## config.mk

```make
export PLATFORM = sky130hd
export DESIGN_NAME = instr_encoder
export DESIGN_NICKNAME = d
export VERILOG_FILES = /design/src/rtl/instr_encoder.sv
export SDC_FILE = /design/constraint.sdc
export NUM_CORES = 1
export LEC_CHECK = 0
export ABC_AREA = 0
export CAP_MARGIN = 25
export CORE_ASPECT_RATIO = 1.2
export CORE_UTILIZATION = 45
export CTS_CLUSTER_DIAMETER = 30
export CTS_CLUSTER_SIZE = 25
export DETAILED_ROUTE_END_ITERATION = 10
export PLACE_DENSITY = 0.82
export SYNTH_ARGS = -nofsm -noshare
export SYNTH_HDL_FRONTEND = slang
export SYNTH_SLANG_ARGS = --single-unit
```

## constraint.sdc

```tcl
create_clock -name clk -period 4.35 [get_ports clk]
set_input_delay 0.6525 -clock clk [delete_from_list [all_inputs] [get_ports clk]]
set_output_delay 0.6525 -clock clk [all_outputs]
set_load 0.01 [all_outputs]
```

## src/rtl/instr_encoder.sv

```systemverilog
// Instruction encoder and instruction-memory loader: packs decoded fields into
// RV32I I/S/B/R words and streams them to memory through a ready handshake.
module instr_encoder #(
  parameter int ADDR_W = 8
) (
  input  logic              clk,
  input  logic              reset,
  input  logic              clear,
  input  logic              in_valid,
  output logic              in_ready,
  input  logic [1:0]        ImmSrc,
  input  logic [6:0]        opcode,
  input  logic [4:0]        rd,
  input  logic [4:0]        rs1,
  input  logic [4:0]        rs2,
  input  logic [2:0]        funct3,
  input  logic [6:0]        funct7,
  input  logic [31:0]       imm,
  output logic              mem_we,
  input  logic              mem_ready,
  output logic [ADDR_W-1:0] mem_waddr,
  output logic [31:0]       mem_wdata,
  output logic              full,
  output logic              err,
  output logic [ADDR_W-1:0] err_addr
);

  typedef enum logic [1:0] {
    FMT_I = 2'b00,
    FMT_S = 2'b01,
    FMT_B = 2'b10,
    FMT_R = 2'b11
  } fmt_e;

  fmt_e              fmt;
  logic [ADDR_W:0]   wrPtr;
  logic [31:0]       encWord;
  logic              immLegal;
  logic              accept;

  assign fmt = fmt_e'(ImmSrc);

  // wrPtr saturates at exactly 2^ADDR_W, so its top bit alone marks full.
  assign full     = wrPtr[ADDR_W];
  assign in_ready = !full && (!mem_we || mem_ready);
  assign accept   = in_valid && in_ready;

  // Field packing and immediate range check for the selected format.
  always_comb begin
    encWord  = 32'd0;
    immLegal = 1'b1;
    unique case (fmt)
      FMT_I: begin
        encWord  = {imm[11:0], rs1, funct3, rd, opcode};
        immLegal = (imm[31:11] == '0) || (imm[31:11] == '1);
      end
      FMT_S: begin
        encWord  = {imm[11:5], rs2, rs1, funct3, imm[4:0], opcode};
        immLegal = (imm[31:11] == '0) || (imm[31:11] == '1);
      end
      FMT_B: begin
        encWord  = {imm[12], imm[10:5], rs2, rs1, funct3, imm[4:1], imm[11], opcode};
        immLegal = ((imm[31:12] == '0) || (imm[31:12] == '1)) && !imm[0];
      end
      FMT_R: begin
        encWord  = {funct7, rs2, rs1, funct3, rd, opcode};
        immLegal = 1'b1;
      end
      default: begin
        encWord  = 32'd0;
        immLegal = 1'b1;
      end
    endcase
  end

  always_ff @(posedge clk or posedge reset) begin
    if (reset) begin
      mem_we    <= 1'b0;
      mem_waddr <= '0;
      mem_wdata <= 32'd0;
      wrPtr     <= '0;
      err       <= 1'b0;
      err_addr  <= '0;
    end else if (clear) begin
      mem_we   <= 1'b0;
      wrPtr    <= '0;
      err      <= 1'b0;
      err_addr <= '0;
    end else begin
      // A legal accept reloads the output register even while the previous
      // word is completing, giving back-to-back writes.
      if (accept && immLegal) begin
        mem_we    <= 1'b1;
        mem_wdata <= encWord;
        mem_waddr <= wrPtr[ADDR_W-1:0];
        wrPtr     <= wrPtr + (ADDR_W+1)'(1);
      end else if (mem_we && mem_ready) begin
        mem_we <= 1'b0;
      end
      if (accept && !immLegal && !err) begin
        err      <= 1'b1;
        err_addr <= wrPtr[ADDR_W-1:0];
      end
    end
  end

endmodule

```

==> results.toml, run 1 <==
[run_status]
outcome = "complete, no violations"

[clocking]
clock_path_buffers = 2
root_buffer = "clkbuf_8"
ctsResizeCount = 0
cts_tree = "built"
post_cts_buffers = 0
cts_buffers = 9
clkLatencyLatePin_ps = 340
ctsHoldBuffers = 0
cts_max_level = 3
clock-sinks = 59
clk_pin_slew_worst_paths_ps = 60

[grt]
grtUsageTotal_pct = 23.4
grt-ovfl-total = 0
grt_pass1_vias = 2441
antenna_found_initial = 0
grt_pass1_wl_mm = 11.3
grt_max_degree = 60

[pwr]
p_comb_share_pct = 26.0
power_leakage_uw = 0.00184
pwr-share-clk_pct = 31.7
sequentialPowerShare_pct = 42.2
power.internal_uw = 1180
vdd_drop_max_v = 0.000237
p_sw_uw = 403
netSwitchingFraction_pct = 25.5
power.density_mw_per_mm2 = 371

[setup_path]
critPathCaptureType = "flip-flop"
critPathKind = "in2reg"
cp.required_ps = 4500
crit_fanout = 17
crit_path_start_kind = "input pin"
cp.arrival_ps = 3190

[run]
maxCapViolations = 0

[synth]
synth_common_cells = "59 x dfrtp_1, 27 x mux2_2, 26 x nand2_1, 22 x a21oi_1, 20 x mux2i_1"
syn_nets = 320
synth.area.top_cells = "dfrtp_1 53%, mux2_2 11%, mux2i_1 7.2%"
ys_warn_count = 0
async_reset_ff_share_pct = 100
yosys.cell_types.count = 34
yosys.area.top_type = "dfrtp_1"
yosysTopAreaCellShare_pct = 53.4
synth_edf_count = 0
synth.most_common_cell = "dfrtp_1"
synth.avg_cell_area_sq_um = 11.1
synthCells = 248
ys_ff_latch = 59
synth-seq-area-share_pct = 53.4
netlist_area_sq_mm = 0.00277
ys.flop_type = "dfrtp_1"

[detailed_routing]
vias = 2463
first_pass_iters = 4
drcViolationCount = 0
ant_nets = 0
drt-vias-per-instance = 5.41
drt_iter0_drc = 215
wire_per_inst_um = 15.4
wl_mm = 6.99

[floorplan]
num_rows = 30
die_y_um = 87.9
start_util_pct = 47.8
core_area_sq_mm = 0.00578
chipWidth_um = 73.6
num_io_pins = 123
die-area_sq_mm = 0.00646

[finish]
postLayoutCellArea_sq_mm = 0.00427
fill_cells = 455
nets = 444
drive_above_1_share_pct = 13.9
antennaDiodeCount = 0
synthToLayoutAreaGrowth_pct = 54.3

[timing]
slew_headroom_pct = 37.4
min_period_ps = 3050
skew_ps = 6.65
hold_viol = 0
min_period_over_period_pct = 70.0
slew_viol_final = 0
grt_setup_unrepaired = "false"
tns_ps = 0
timing.fmax_mhz = 328
setup_viol = 0
timing.hold.ws_ps = 502
tightest_slew_ps = 938

[place]
portBuffers = 122
place_area_sq_mm = 0.00407
place.gp.congestion = 0.786
dp_hpwl_mm = 5.15

[hold_path]
hold_class = "reg2reg"
layout by cell type, fill, tap and decap left out, types with 2 or more instances in the layout:
cell             instances
a211oi_1                 2
a21oi_1                 22
a31oi_1                 12
a41o_1                   2
a41oi_1                  4
and3_1                   3
buf_4                    4
clkbuf_8                12
clkdlybuf4s50_1        122
dfrtp_1                 59
inv_1                    3
mux2_2                  27
mux2i_1                 20
nand2_1                 26
nand3_1                  4
nand4_1                  5
nor2_1                   9
nor2b_1                  3
nor3_1                   4
nor4_1                   3
o21ai_0                  3
o311a_1                  2
o31ai_1                  2
or2_2                    2
or4_1                    6
power by group through the flow:
stage / registers, uW / clock network (uW) / logic [uW]
finish: 668 / 502 / 412
global route: 677 / 529 / 444
CTS: 668 / 509 / 417
detailed placement: 677 / 0 / 416
global placement: 675 / 0 / 408
floorplan: 710 / 0 / 126
sequential cells by signal, indices dropped and copies added (netlist names):
name	flops
mem_waddr	8
err_addr	8
mem_wdata	32
mem_we	1
err	1
wrPtr	9
routing by layer:
metal  vias to the layer above  track usage (%)  wire [um]  share of wire [%]
met5                         -                0          0                  0
met4                         0             8.22         80                1.1
met3                         8             8.29        446                6.4
met2                        88             40.5       3790                 54
met1                      1196             26.4       2670                 38
li1                       1171                -          -                  -
cells by family (layout without fill, tap and decap cells):
kind of cell / Yosys count / count (layout) / synth area share, %
multiplexers: 47 / 47 / 18.2
XOR/XNOR: 2 / 2 / 0.634
AND/OR/NAND/NOR: 68 / 68 / 12.1
buffers and inverters: 17 / 144 / 2.58
flip-flops: 59 / 59 / 53.4
adder cells (fa/ha/maj): 1 / 1 / 0.452
AO/OA/AOI/OAI: 54 / 54 / 12.6
layout make-up:
class | instances | area, sq um | share of cell area [%]
timing repair buffer | 126 | 1250 | 29.3
inverter | 4 | 15.0 | 0.352
clock inverter | 2 | 35.0 | 0.821
multi-input combinational | 172 | 1220 | 28.7
sequential | 59 | 1480 | 34.6
clock buffer | 12 | 165 | 3.87
tap | 80 | 100 | 2.35
final timing paths:
kind / startpoint / end / slack, ps / cells past startpoint
min in group asynchronous: reset / mem_wdata[17]$_DFFE_PP0P_ / 840 / 3
max in group asynchronous: reset / mem_wdata[20]$_DFFE_PP0P_ / 3040 / 3
hold / removal: mem_wdata[2]$_DFFE_PP0P_ / mem_wdata[2]$_DFFE_PP0P_ / 500 / 1
setup reg to reg: wrPtr[8]$_DFFE_PP0P_ / mem_waddr[2]$_DFFE_PP0P_ / 2290 / 7
setup / recovery: imm[12] / mem_wdata[11]$_DFFE_PP0P_ / 1300 / 7
hold reg to reg: mem_wdata[2]$_DFFE_PP0P_ / mem_wdata[2]$_DFFE_PP0P_ / 500 / 1
metrics by stage:
stage / cells / power [uW] / util, % / setup WS, ps
2_1_floorplan: 248 / 835 / - / 1800
3_5_place_dp: 441 / 1090 / 70.3 / 973
4_1_cts: 455 / 1590 / 73.8 / 1310
3_3_place_gp: 441 / 1080 / 70.3 / 1040
5_1_grt: 455 / 1650 / 73.8 / 1100
6_report: 455 / 1580 / 73.8 / 1300
worst max-delay path, cell delays in order:
cell	delay, ps
clkdlybuf4s50_1	430
or4_1	530
nor2_1	140
a31oi_1	130
a211o_1	470
nor2_2	620
a41oi_1	220
Power figures use the tool's default switching activity.
==> run 2, diff against run 1 <==
--- a/config.mk
+++ b/config.mk
@@ -8,11 +8,11 @@
 export ABC_AREA = 0
 export CAP_MARGIN = 25
 export CORE_ASPECT_RATIO = 1.2
-export CORE_UTILIZATION = 45
+export CORE_UTILIZATION = 42
 export CTS_CLUSTER_DIAMETER = 30
 export CTS_CLUSTER_SIZE = 25
 export DETAILED_ROUTE_END_ITERATION = 10
-export PLACE_DENSITY = 0.82
+export PLACE_DENSITY = 0.77
 export SYNTH_ARGS = -nofsm -noshare
 export SYNTH_HDL_FRONTEND = slang
 export SYNTH_SLANG_ARGS = --single-unit
==> constraint.sdc (replaced) <==
create_clock -name clk -period 2.9 [get_ports clk]
set_input_delay 0.435 -clock clk [delete_from_list [all_inputs] [get_ports clk]]
set_output_delay 0.435 -clock clk [all_outputs]
set_load 0.01 [all_outputs]
==> results.toml, run 2 (synthesis results as in run 1) <==
[setup_path]
cp_cell_sequence = "clkdlybuf4s50_1 > or4_1 > nor2_1 > a31oi_1 > a211o_1 > or4_1 > a21oi_1"
cp.required_ps = 3160
worst_path_max_delay_cell = "or4_1"
crit_fanout = 11
critPathKind = "in2reg"
max_stage_delay_ps = 540
crit_path_start_kind = "input pin"
cp.arrival_ps = 2800
path_common_cell = "or4_1"
critPathCaptureType = "flip-flop"

[clocking]
clkLatencyLatePin_ps = 340
cts_max_level = 3
cts_buffers = 9
cts_tree = "built"
post_cts_buffers = 0
clock-sinks = 59
clock_path_buffers = 2
ctsHoldBuffers = 0
ctsResizeCount = 0
root_buffer = "clkbuf_8"
clk_pin_slew_worst_paths_ps = 60

[detailed_routing]
drt_iter0_drc = 114
first_pass_iters = 4
drcViolationCount = 0
wl_mm = 7.37
ant_nets = 0
wire_per_inst_um = 15.7
drt-vias-per-instance = 5.39
vias = 2539

[floorplan]
num_rows = 32
die-area_sq_mm = 0.00691
num_io_pins = 123
start_util_pct = 43.2
chipWidth_um = 76.1
die_y_um = 90.9
core_area_sq_mm = 0.00641

[timing]
setup_ws_ps = 358
min_period_over_period_pct = 87.6
slew_headroom_pct = 50.0
min_period_ps = 2540
timing.fmax_mhz = 393
setup_viol = 0
tns_ps = 0
grt_setup_unrepaired = "false"
hold_viol = 0
timing.hold.ws_ps = 503
tightest_slew_ps = 750
slew_viol_final = 0
skew_ps = 8.89

[finish]
multi_input_area_sq_mm = 0.00122
mostFrequentLayoutCell = "clkdlybuf4s50_1"
nets = 453
seq_area_sq_mm = 0.00148
drive_above_1_share_pct = 15.8
largest_register_ffs = 32
largestRegisters = "mem_wdata (32), wrPtr (9)"
instances_no_fill = 471
regMostFlops = "mem_wdata"
antennaDiodeCount = 0
fill_cells = 540
layout_common_cells = "122 x clkdlybuf4s50_1, 59 x dfrtp_1, 27 x mux2_2"
synthToLayoutAreaGrowth_pct = 58.9

[place]
pre_cts_ws_ps = 23.1
dp_cells = 455
place.gp.congestion = 0.793
portBuffers = 122
dp_hpwl_mm = 5.38

[pwr]
power.total_uw = 2560
power_leakage_uw = 0.00190
vdd_drop_max_v = 0.000312
power.density_mw_per_mm2 = 582

[grt]
grt-ovfl-total = 0
grtUsageTotal_pct = 22.5
grt_pass1_vias = 2560
antenna_found_initial = 0
grt_max_degree = 60
grt_pass1_wl_mm = 12.0

[run]
maxCapViolations = 0

[hold_path]
hold_class = "reg2reg"

[run_status]
outcome = "complete, no violations"
run 2: changes by cell type in the layout (fill, tap and decap cells not counted), sizes merged:
cell	delta
clkinvlp	+1
buf	+9
clkinv	-1
bufinv	+2
run 2: per-stage QoR:
stage          cell area [sq um]  utilization, %
2_1_floorplan               2770               -
3_3_place_gp                4150            64.8
3_5_place_dp                4150            64.8
4_1_cts                     4390            68.6
5_1_grt                     4390            68.6
6_report                    4390            68.6
run 2: routing by layer:
layer | GRT usage [%] | routed length (um) | vias to the layer above
met4 | 8.81 | 93 | 0
met3 | 7.37 | 489 | 8
met2 | 39.5 | 3890 | 104
li1 | - | - | 1192
met5 | 0 | 0 | -
met1 | 25.1 | 2900 | 1235
run 2: path summary, 6_finish.rpt:
| kind | from | depth (start not counted) | slack [ps] | endpoint |
|---|---|---|---|---|
| max | imm[12] | 7 | 360 | wrPtr[5]$_DFFE_PP0P_ |
| min | mem_wdata[2]$_DFFE_PP0P_ | 1 | 500 | mem_wdata[2]$_DFFE_PP0P_ |
| max reg2reg | wrPtr[8]$_DFFE_PP0P_ | 5 | 1220 | wrPtr[6]$_DFFE_PP0P_ |
| min reg2reg | mem_wdata[2]$_DFFE_PP0P_ | 1 | 500 | mem_wdata[2]$_DFFE_PP0P_ |
| max in group asynchronous | reset | 3 | 1730 | mem_wdata[28]$_DFFE_PP0P_ |
| min in group asynchronous | reset | 3 | 650 | mem_wdata[19]$_DFFE_PP0P_ |
run 2: worst max-delay path, delay by kind of cell:
family	cells	cell delay [ps]
buffers and inverters	1	430
AOI/OAI and AO/OA	3	710
and+or+nand+nor	3	1220
run 2: power breakdown:
group          internal [uW]  switching, uW  leakage, uW  total [uW]
Sequential               938           65.2     0.000746        1000
Clock                    595            324     0.000117         919
Combinational            385            249      0.00104         634
Total                   1920            638      0.00190        2560
run 2: layout make-up:
type                       instances  share of cell area, %
tap                               85                   2.42
clock inverter                     4                   2.22
inverter                           4                  0.342
timing repair buffer             135                   30.3
multi-input combinational        172                   27.8
sequential                        59                   33.6
clock buffer                      12                   3.30
==> run 3, diff against run 2 <==
--- a/config.mk
+++ b/config.mk
@@ -6,13 +6,13 @@
 export NUM_CORES = 1
 export LEC_CHECK = 0
 export ABC_AREA = 0
-export CAP_MARGIN = 25
 export CORE_ASPECT_RATIO = 1.2
 export CORE_UTILIZATION = 42
 export CTS_CLUSTER_DIAMETER = 30
 export CTS_CLUSTER_SIZE = 25
 export DETAILED_ROUTE_END_ITERATION = 10
 export PLACE_DENSITY = 0.77
+export RECOVER_POWER = 100
 export SYNTH_ARGS = -nofsm -noshare
 export SYNTH_HDL_FRONTEND = slang
 export SYNTH_SLANG_ARGS = --single-unit
==> results.toml, run 3 (synthesis results as in run 1) <==
[pwr]
p_sw_uw = 629
vdd_drop_max_v = 0.000301
power.internal_uw = 1870
power.total_uw = 2500
p_comb_share_pct = 23.5
sequentialPowerShare_pct = 39.9
pwr-share-clk_pct = 36.6
netSwitchingFraction_pct = 25.2
power.density_mw_per_mm2 = 571
power_leakage_uw = 0.00196

[setup_path]
reg2reg_depth = 6
cp.required_ps = 3120
cp-endpoint = "mem_waddr[1]$_DFFE_PP0P_"
critPathKind = "in2reg"
crit_fanout = 25
cp.arrival_ps = 2820
r2r-end = "mem_waddr[1]$_DFFE_PP0P_"
critPathCaptureType = "flip-flop"
worstReg2RegStart = "wrPtr[8]$_DFFE_PP0P_"
crit_path_start_kind = "input pin"
reg2reg_slack_ps = 980
startpoint = "imm[12]"

[grt]
use_met2_pct = 39.5
grtUsageTotal_pct = 22.5
grt_max_degree = 60
grt_pass1_wl_mm = 12.0
grt.met1_usage_pct = 25.1
busiest_layer = "met2"
antenna_found_initial = 0
grt-ovfl-total = 0
grt_pass1_vias = 2560
grt_use_met3_pct = 7.37

[finish]
mostFrequentLayoutCell = "clkdlybuf4s50_1"
largest_register_ffs = 32
largestRegisters = "mem_wdata (32), wrPtr (9)"
regMostFlops = "mem_wdata"
nets = 453
synthToLayoutAreaGrowth_pct = 58.3
antennaDiodeCount = 0
fill_cells = 542
drive_above_1_share_pct = 15.0
layout_common_cells = "69 x clkdlybuf4s50_1, 59 x dfrtp_1, 53 x dlygate4sd3_1"

[floorplan]
die_y_um = 90.9
core_area_sq_mm = 0.00641
start_util_pct = 43.2
die-area_sq_mm = 0.00691
num_io_pins = 123
chipWidth_um = 76.1
num_rows = 32

[timing]
setup_viol = 0
slew_headroom_pct = 3.63
hold_viol = 0
grt_setup_unrepaired = "false"
min_period_over_period_pct = 89.5
tightest_slew_ps = 1450
slew_viol_final = 0
skew_ps = 8.56
tns_ps = 0
timing.fmax_mhz = 385
min_period_ps = 2600

[clocking]
cts_tree = "built"
post_cts_buffers = 0
clk_pin_slew_worst_paths_ps = 60
ctsHoldBuffers = 0
root_buffer = "clkbuf_8"
clock_path_buffers = 2
cts_max_level = 3
cts_buffers = 9
clkLatencyLatePin_ps = 340
ctsResizeCount = 0
clock-sinks = 59

[detailed_routing]
drcViolationCount = 0
wl_mm = 7.30
drt_iter0_drc = 165
wire_per_inst_um = 15.5
vias = 2559
first_pass_iters = 4
drt-vias-per-instance = 5.43
ant_nets = 0

[place]
portBuffers = 122
place.gp.congestion = 0.793
dp_hpwl_mm = 5.38

[hold_path]
hold_class = "reg2reg"

[run]
maxCapViolations = 0

[run_status]
outcome = "complete, no violations"
run 3: layout make-up:
cell class,instances,area [sq um],share of cell area (%)
multi-input cells,172,1220,27.8
inverters,4,15.0,0.343
flip-flops and latches,59,1480,33.7
repair buffers,135,1320,30.2
well taps,85,106,2.43
clock inverters,4,97.6,2.23
clock buffers,12,145,3.32
run 3: critical path, stage by stage:
cell	delay, ps
clkdlybuf4s50_1	430
or4_1	550
nor2_1	140
a31oi_1	110
a211oi_1	270
nand2_1	80
clkbuf_2	390
mux2_2	400
run 3: worst min-delay path by stage:
stage                                           end  cells past startpoint                 startpoint
after floorplan            mem_waddr[7]$_DFFE_PP0P_                      1       wrPtr[7]$_DFFE_PP0P_
after global placement     mem_wdata[2]$_DFFE_PP0P_                      1   mem_wdata[2]$_DFFE_PP0P_
after detailed placement   mem_wdata[2]$_DFFE_PP0P_                      1   mem_wdata[2]$_DFFE_PP0P_
after CTS                  mem_wdata[2]$_DFFE_PP0P_                      1   mem_wdata[2]$_DFFE_PP0P_
after global routing      mem_wdata[17]$_DFFE_PP0P_                      1  mem_wdata[17]$_DFFE_PP0P_
final                      mem_wdata[2]$_DFFE_PP0P_                      1   mem_wdata[2]$_DFFE_PP0P_
run 3: layer usage:
layer	routed length [um]	share of wire [%]	vias up
met5	0	0	-
met4	104	1.4	0
met3	527	7.2	8
met2	3820	52	114
met1	2850	39	1243
li1	-	-	1194
run 3: power by group through the flow:
stage,combinational (uW),clock (uW),sequential (uW)
2_1_floorplan,189,0,1060
3_3_place_gp,625,0,1010
3_5_place_dp,637,0,1020
4_1_cts,640,935,1000
5_1_grt,633,960,1010
6_report,587,917,998
run 3: stage by stage:
stage          setup WS (ps)  instances  area (sq um)  hold slack (ps)  utilization, %
6_report                 304        471          4380              498            68.3
5_1_grt                  142        471          4380              508            68.3
4_1_cts                  371        471          4390              507            68.6
3_5_place_dp            23.1        455          4150              492            64.8
3_3_place_gp            71.4        455          4150              486            64.8
2_1_floorplan            568        248          2770              496               -
